### src/rtl/swervolf_wb_arb2.sv
// Two-master Wishbone classic-cycle arbiter for a shared slave port.
// Master 0 is the CPU data bus, master 1 the debug/host master. Arbitration is
// round-robin, a grant is held for the owner's whole cyc assertion, and one
// idle cycle separates successive owners.
// Optional bus watchdog: define SWERVOLF_WB_ARB2_TIMEOUT_EN to enable it.
module swervolf_wb_arb2 #(
    parameter int          AW             = 32,
    parameter logic [15:0] TIMEOUT_CYCLES = 16'd255
) (
    input  logic          i_clk,
    input  logic          i_rst,
    input  logic [AW-1:0] i_m0_adr,
    input  logic [31:0]   i_m0_dat,
    input  logic [3:0]    i_m0_sel,
    input  logic          i_m0_we,
    input  logic          i_m0_cyc,
    input  logic          i_m0_stb,
    output logic [31:0]   o_m0_rdt,
    output logic          o_m0_ack,
    output logic          o_m0_err,
    input  logic [AW-1:0] i_m1_adr,
    input  logic [31:0]   i_m1_dat,
    input  logic [3:0]    i_m1_sel,
    input  logic          i_m1_we,
    input  logic          i_m1_cyc,
    input  logic          i_m1_stb,
    output logic [31:0]   o_m1_rdt,
    output logic          o_m1_ack,
    output logic          o_m1_err,
    output logic [AW-1:0] o_s_adr,
    output logic [31:0]   o_s_dat,
    output logic [3:0]    o_s_sel,
    output logic          o_s_we,
    output logic          o_s_cyc,
    output logic          o_s_stb,
    input  logic [31:0]   i_s_rdt,
    input  logic          i_s_ack,
    input  logic          i_s_err,
    output logic [1:0]    o_grant
);

    typedef enum logic [1:0] {IDLE, GNT0, GNT1, ABORT} state_t;

    state_t state_q;
    logic   last_q;     // last owner; the other master wins a tie
    logic   gnt0;
    logic   gnt1;
    logic   own_cyc;
    logic   own_stb;
    logic   tmo_hit;    // watchdog limit reached while the owner still strobes
    logic   tmo_err;    // limit reached and the slave did not respond this cycle

    assign gnt0    = (state_q == GNT0);
    assign gnt1    = (state_q == GNT1);
    assign o_grant = {gnt1, gnt0};

    // Request mux defaults to master 0 whenever master 1 is not the owner.
    assign own_cyc = gnt1 ? i_m1_cyc : i_m0_cyc;
    assign own_stb = gnt1 ? i_m1_stb : i_m0_stb;
    assign o_s_adr = gnt1 ? i_m1_adr : i_m0_adr;
    assign o_s_dat = gnt1 ? i_m1_dat : i_m0_dat;
    assign o_s_sel = gnt1 ? i_m1_sel : i_m0_sel;
    assign o_s_we  = gnt1 ? i_m1_we  : i_m0_we;

    // The timeout cycle already withdraws cyc/stb from the slave.
    assign o_s_cyc = (gnt0 | gnt1) & own_cyc & ~tmo_hit;
    assign o_s_stb = (gnt0 | gnt1) & own_stb & ~tmo_hit;

    // Responses go only to the owner; anything arriving in IDLE/ABORT is dropped.
    assign o_m0_rdt = i_s_rdt;
    assign o_m1_rdt = i_s_rdt;
    assign o_m0_ack = i_s_ack & gnt0;
    assign o_m1_ack = i_s_ack & gnt1;
    assign o_m0_err = gnt0 & (i_s_err | tmo_err);
    assign o_m1_err = gnt1 & (i_s_err | tmo_err);

`ifdef SWERVOLF_WB_ARB2_TIMEOUT_EN
    logic [15:0] cnt_q;
    logic [15:0] cnt_d;

    assign tmo_hit = (gnt0 | gnt1) & own_cyc & own_stb & (cnt_q == TIMEOUT_CYCLES);
    // A real slave response in the limit cycle wins over the watchdog.
    assign tmo_err = tmo_hit & ~i_s_ack & ~i_s_err;
    assign cnt_d   = (!(gnt0 | gnt1) || !o_s_stb || i_s_ack || i_s_err) ? 16'd0
                                                                         : cnt_q + 16'd1;

    // Stall counter: counts cycles the owner strobes without a slave response.
    always_ff @(posedge i_clk) begin
        if (i_rst) cnt_q <= 16'd0;
        else       cnt_q <= cnt_d;
    end
`else
    logic [15:0] unused_timeout;

    assign unused_timeout = TIMEOUT_CYCLES;
    assign tmo_hit        = 1'b0;
    assign tmo_err        = 1'b0;
`endif

    // Ownership FSM: round-robin grant, held until the owner drops cyc.
    always_ff @(posedge i_clk) begin
        if (i_rst) begin
            state_q <= IDLE;
            last_q  <= 1'b1;
        end else begin
            case (state_q)
                IDLE: begin
                    if (i_m0_cyc && i_m1_cyc) begin
                        state_q <= last_q ? GNT0 : GNT1;
                        last_q  <= ~last_q;
                    end else if (i_m0_cyc) begin
                        state_q <= GNT0;
                        last_q  <= 1'b0;
                    end else if (i_m1_cyc) begin
                        state_q <= GNT1;
                        last_q  <= 1'b1;
                    end
                end
                GNT0: begin
                    if (!i_m0_cyc)    state_q <= IDLE;
                    else if (tmo_err) state_q <= ABORT;
                end
                GNT1: begin
                    if (!i_m1_cyc)    state_q <= IDLE;
                    else if (tmo_err) state_q <= ABORT;
                end
                ABORT: begin
                    // last_q still names the aborted master.
                    if (!(last_q ? i_m1_cyc : i_m0_cyc)) state_q <= IDLE;
                end
                default: state_q <= IDLE;
            endcase
        end
    end

endmodule
### config.mk
export PLATFORM = sky130hd
export DESIGN_NAME = swervolf_wb_arb2
export DESIGN_NICKNAME = d
export VERILOG_FILES = /design/src/rtl/swervolf_wb_arb2.sv
export SDC_FILE = /design/constraint.sdc
export NUM_CORES = 1
export LEC_CHECK = 0
export CORE_AREA = 2 2 124 126
export DETAILED_ROUTE_END_ITERATION = 10
export DIE_AREA = 0 0 126 128
export DONT_BUFFER_PORTS = 1
export PLACE_DENSITY = 0.3
export SLEW_MARGIN = 20
export SYNTH_ARGS = -nofsm -noshare
export SYNTH_HDL_FRONTEND = slang
export SYNTH_SLANG_ARGS = --single-unit
### constraint.sdc
create_clock -name i_clk -period 4.25 [get_ports i_clk]
set_clock_uncertainty 0.2 [all_clocks]
set_input_delay 0.85 -clock i_clk [delete_from_list [all_inputs] [get_ports i_clk]]
set_output_delay 0.85 -clock i_clk [all_outputs]
set_load 0.005 [all_outputs]
==> results by stage <==
Run status:
- The run finished with clean final reports.

Timing:
- The max-slew violation count is 0.
- The worst setup slack after layout is 1.17 ns.
- The portion of the clock cycle consumed by the worst path in the final layout is 72.4%.
- On the final layout, the worst hold slack is 0.309 ns.
- Setup violations remaining at the end of the flow were counted as 0.
- Setup repair after global routing left no endpoint under its margin.
- The count of final hold-check violations is 0.
- Setup total negative slack on the finished layout was measured at 0 ns.
- The post-route minimum period is 3.08 ns.
- For this run, the top clock speed supported by timing is 325 MHz.
- The slew of the pin with the lowest slew margin is 0.969 ns.
- The worst slew margin relative to its limit is 35.4%.

Min path:
- The worst hold path was traced through 2 stages.
- In this run the most critical hold path is launched from state_q[0].
- The worst hold path belongs to the class flip-flop to flip-flop.
- The path with the worst hold slack has its endpoint at state_q[0].

Flow run:
- The number of max-cap violations is 0.

Floorplan:
- The I/O pin total is 319.
- After floorplanning, the core was divided into 45 placement rows.
- The area of the core is 14900 sq um.
- The width of the chip is 126 microns.
- The chip height is 128 microns.
- The die covers 16100 sq um.
- The starting density of the core is 10.9%.

Pwr:
- The share of total power dissipated in combinational logic is 59.1%.
- Summed over all nets, the switching power comes to 0.163 mW.
- Net switching is 35.1% of the power.
- The maximum ir drop on the vdd rail is 0.0000824 V.
- The overall power after layout is 0.464 mW.
- For this design the static power due to leakage is 0.427 nW.
- The power share of the clock group is 32.4%.
- The sequential group share of total power is 8.6%.
- The cell area power density is 329 nW/um^2.
- The internal power is 0.301 mW.

Detailed routing:
- Using the TritonRoute via totals, the vias-per-cell ratio works out to 3.38.
- After detailed routing, the number of remaining DRC violations is 0.
- The violation count after the first detailed-route iteration is 18.
- The total wire length after detailed routing is 5390 microns.
- The count of nets left with antenna violations once routing finished came out at 0.
- The first TritonRoute pass finished after 3 iterations.
- The detailed router placed 989 vias in this run.
- The post-detailed-route wirelength per cell is 18.4 microns.

Global routing:
- The combined global-route utilization of all metal layers is 5.47%.
- For this run the aggregate overflow at the end of global routing stands at 0.
- The number of global-route vias before repair is 949.
- The wire length of the first global-routing pass is 6270 microns.
- The number of antenna violations at the first check in global routing is 0.
- Entering global routing, the biggest net connects 76 pins.

Place:
- The HPWL after detailed placement is 4830 microns.
- Prior to clock tree synthesis, the placed netlist has a worst setup slack of 1.27 ns.
- Once placement finished, the instance area stood at 1330 sq um.
- The count of buffers added on input and output ports is 0.
- The total instance count after detailed placement is 289.
- Routability-driven placement finished with a final weighted congestion of 0.806.

Layout:
- The number of antenna diodes in the final layout is 0.
- Leaving out fill and tap cells, the most frequent cells in the layout are mux2_2, and2_1, mux2i_1, nor2b_1.
- The count of non-filler cells in the finished layout is 293.
- Of the cells placed in the final design, the portion with a size suffix greater than 1 is 72.4%.
- The summed area of non-filler cells in the final layout is 1410 sq um.
- The area added between synthesis and finish is -12.9%.
- For this run, the share of the core covered by cells in the final layout is 9.48%.
- The library cell used most frequently in the layout, excluding fill and tap cells, is mux2_2.
- At the end of the flow, the number of nets in the layout was 288.

Setup path:
- The start-to-end type of the worst setup path is flip-flop to output port.
- STA puts the critical path data required time at 3.20 ns.
- The register-to-register setup slack is 2.17 ns.
- Along the worst path, the maximum fanout reaches 75.
- STA puts the critical path data arrival time at 2.03 ns.
- The worst setup path is launched from a flip-flop.
- The endpoint identified for the worst register-to-register timing path is state_q[1].
- The length in cells of the worst reg-to-reg path is 5.
- The kind of end point of the critical path is an output port.
- The source of the worst register-to-register timing path is state_q[0].

Clocking:
- The total clock buffers created by CTS is 3.
- The number of buffers inserted to repair setup after CTS is 0.
- The buffer levels on the longest clock path is 2.
- The number of instances resized during post-cts repair is 0.
- The H-tree depth is 1.
- Clock tree synthesis selected as its root buffer the cell clkbuf_16.
- The count of hold buffers inserted by post-cts repair is 0.
- The tree built by TritonCTS fans out to 3 sinks.
- The clock latency reported for the late side of the worst-skew pair is 0.22 ns.
- After clock tree synthesis, the clock-pin slew on the worst setup and hold paths is 0.03 ns.
- TritonCTS built the clock tree.

Logic synthesis:
- After synthesis, the netlist uses 18 different library cells.
- The sequential fraction of the synthesis area is 3.71%.
- Synthesis produced 175 cells.
- The Yosys step of the flow raised 0 warnings.
- The number of register bits inferred by synthesis is 3.
- The synthesized net count is 357.
- In this run the cell area of the synthesized design comes to 1620 sq um.
- The average footprint of a synthesized cell is 9.24 sq um.
## kinds of logic after synthesis
logic type               after synthesis  share of synthesized area (%)
AND/OR/NAND/NOR                       13                           4.79
adder cells (fa/ha/maj)                4                           3.09
multiplexers                          74                           51.4
flip-flops                             3                           3.71
buffers and inverters                 77                           33.8
AO/OA/AOI/OAI                          4                           3.17
## synth_stat cells
cell type,number,area share [%]
nand3b_1,1,0.46
mux2i_1,4,2.5
nand2_1,1,0.23
nor2b_1,4,1.5
nand2b_1,2,0.77
o21ai_0,1,0.31
a221oi_4,1,1.6
and2_1,4,1.5
mux2_4,1,0.93
dfxtp_1,3,3.7
inv_1,3,0.70
mux2_2,69,48
a22o_2,1,0.62
ha_1,4,3.1
nor2_1,1,0.23
buf_4,66,31
buf_2,8,2.5
a221o_1,1,0.62
## how the worst max path moves through the flow
| stage | start | endpoint | slack (ns) | depth (start not counted) |
|---|---|---|---|---|
| 5_1_grt | state_q[0] | o_s_stb | 0.94 | 4 |
| 2_1_floorplan | state_q[0] | o_s_adr[0] | 1.88 | 5 |
| 3_5_place_dp | state_q[0] | o_s_stb | 1.27 | 4 |
| 3_3_place_gp | state_q[0] | o_s_stb | 1.32 | 4 |
| 6_report | state_q[0] | o_s_stb | 1.17 | 4 |
| 4_1_cts | state_q[0] | o_s_stb | 1.04 | 4 |
## cell type report
class	count	area, sq um
fill	1707	13500
multi-input combinational	95	1020
tap	188	235
clock buffer	4	78.8
sequential	3	60.1
inverter	3	11.3
## power groups by stage
| stage | registers [mW] | logic, mW | clock network (mW) |
|---|---|---|---|
| 4_1_cts | 0.0399 | 0.280 | 0.152 |
| 3_5_place_dp | 0.0402 | 0.279 | 0 |
| 5_1_grt | 0.0410 | 0.293 | 0.155 |
| 3_3_place_gp | 0.0397 | 0.278 | 0 |
| 2_1_floorplan | 0.0380 | 0.290 | 0 |
| 6_report | 0.0397 | 0.274 | 0.150 |
## flip-flops by register name, summed over array words and instances, names as in the netlist
register / count
last_q: 1
state_q: 2
## critical path, stage by stage, from the launching register on
cell     delay (ns)
dfxtp_1        0.33
inv_1          0.12
ha_4           0.79
mux2i_1        0.42
nor2b_1        0.12
## routing by layer
metal | routed length (microns) | vias to the layer above | track usage [%]
met5 | 0 | - | 0
li1 | - | 398 | -
met4 | 159 | 0 | 2.52
met3 | 702 | 23 | 1.42
met2 | 2790 | 149 | 10.4
met1 | 1740 | 419 | 5.61
(Power assumes the default switching activity.)
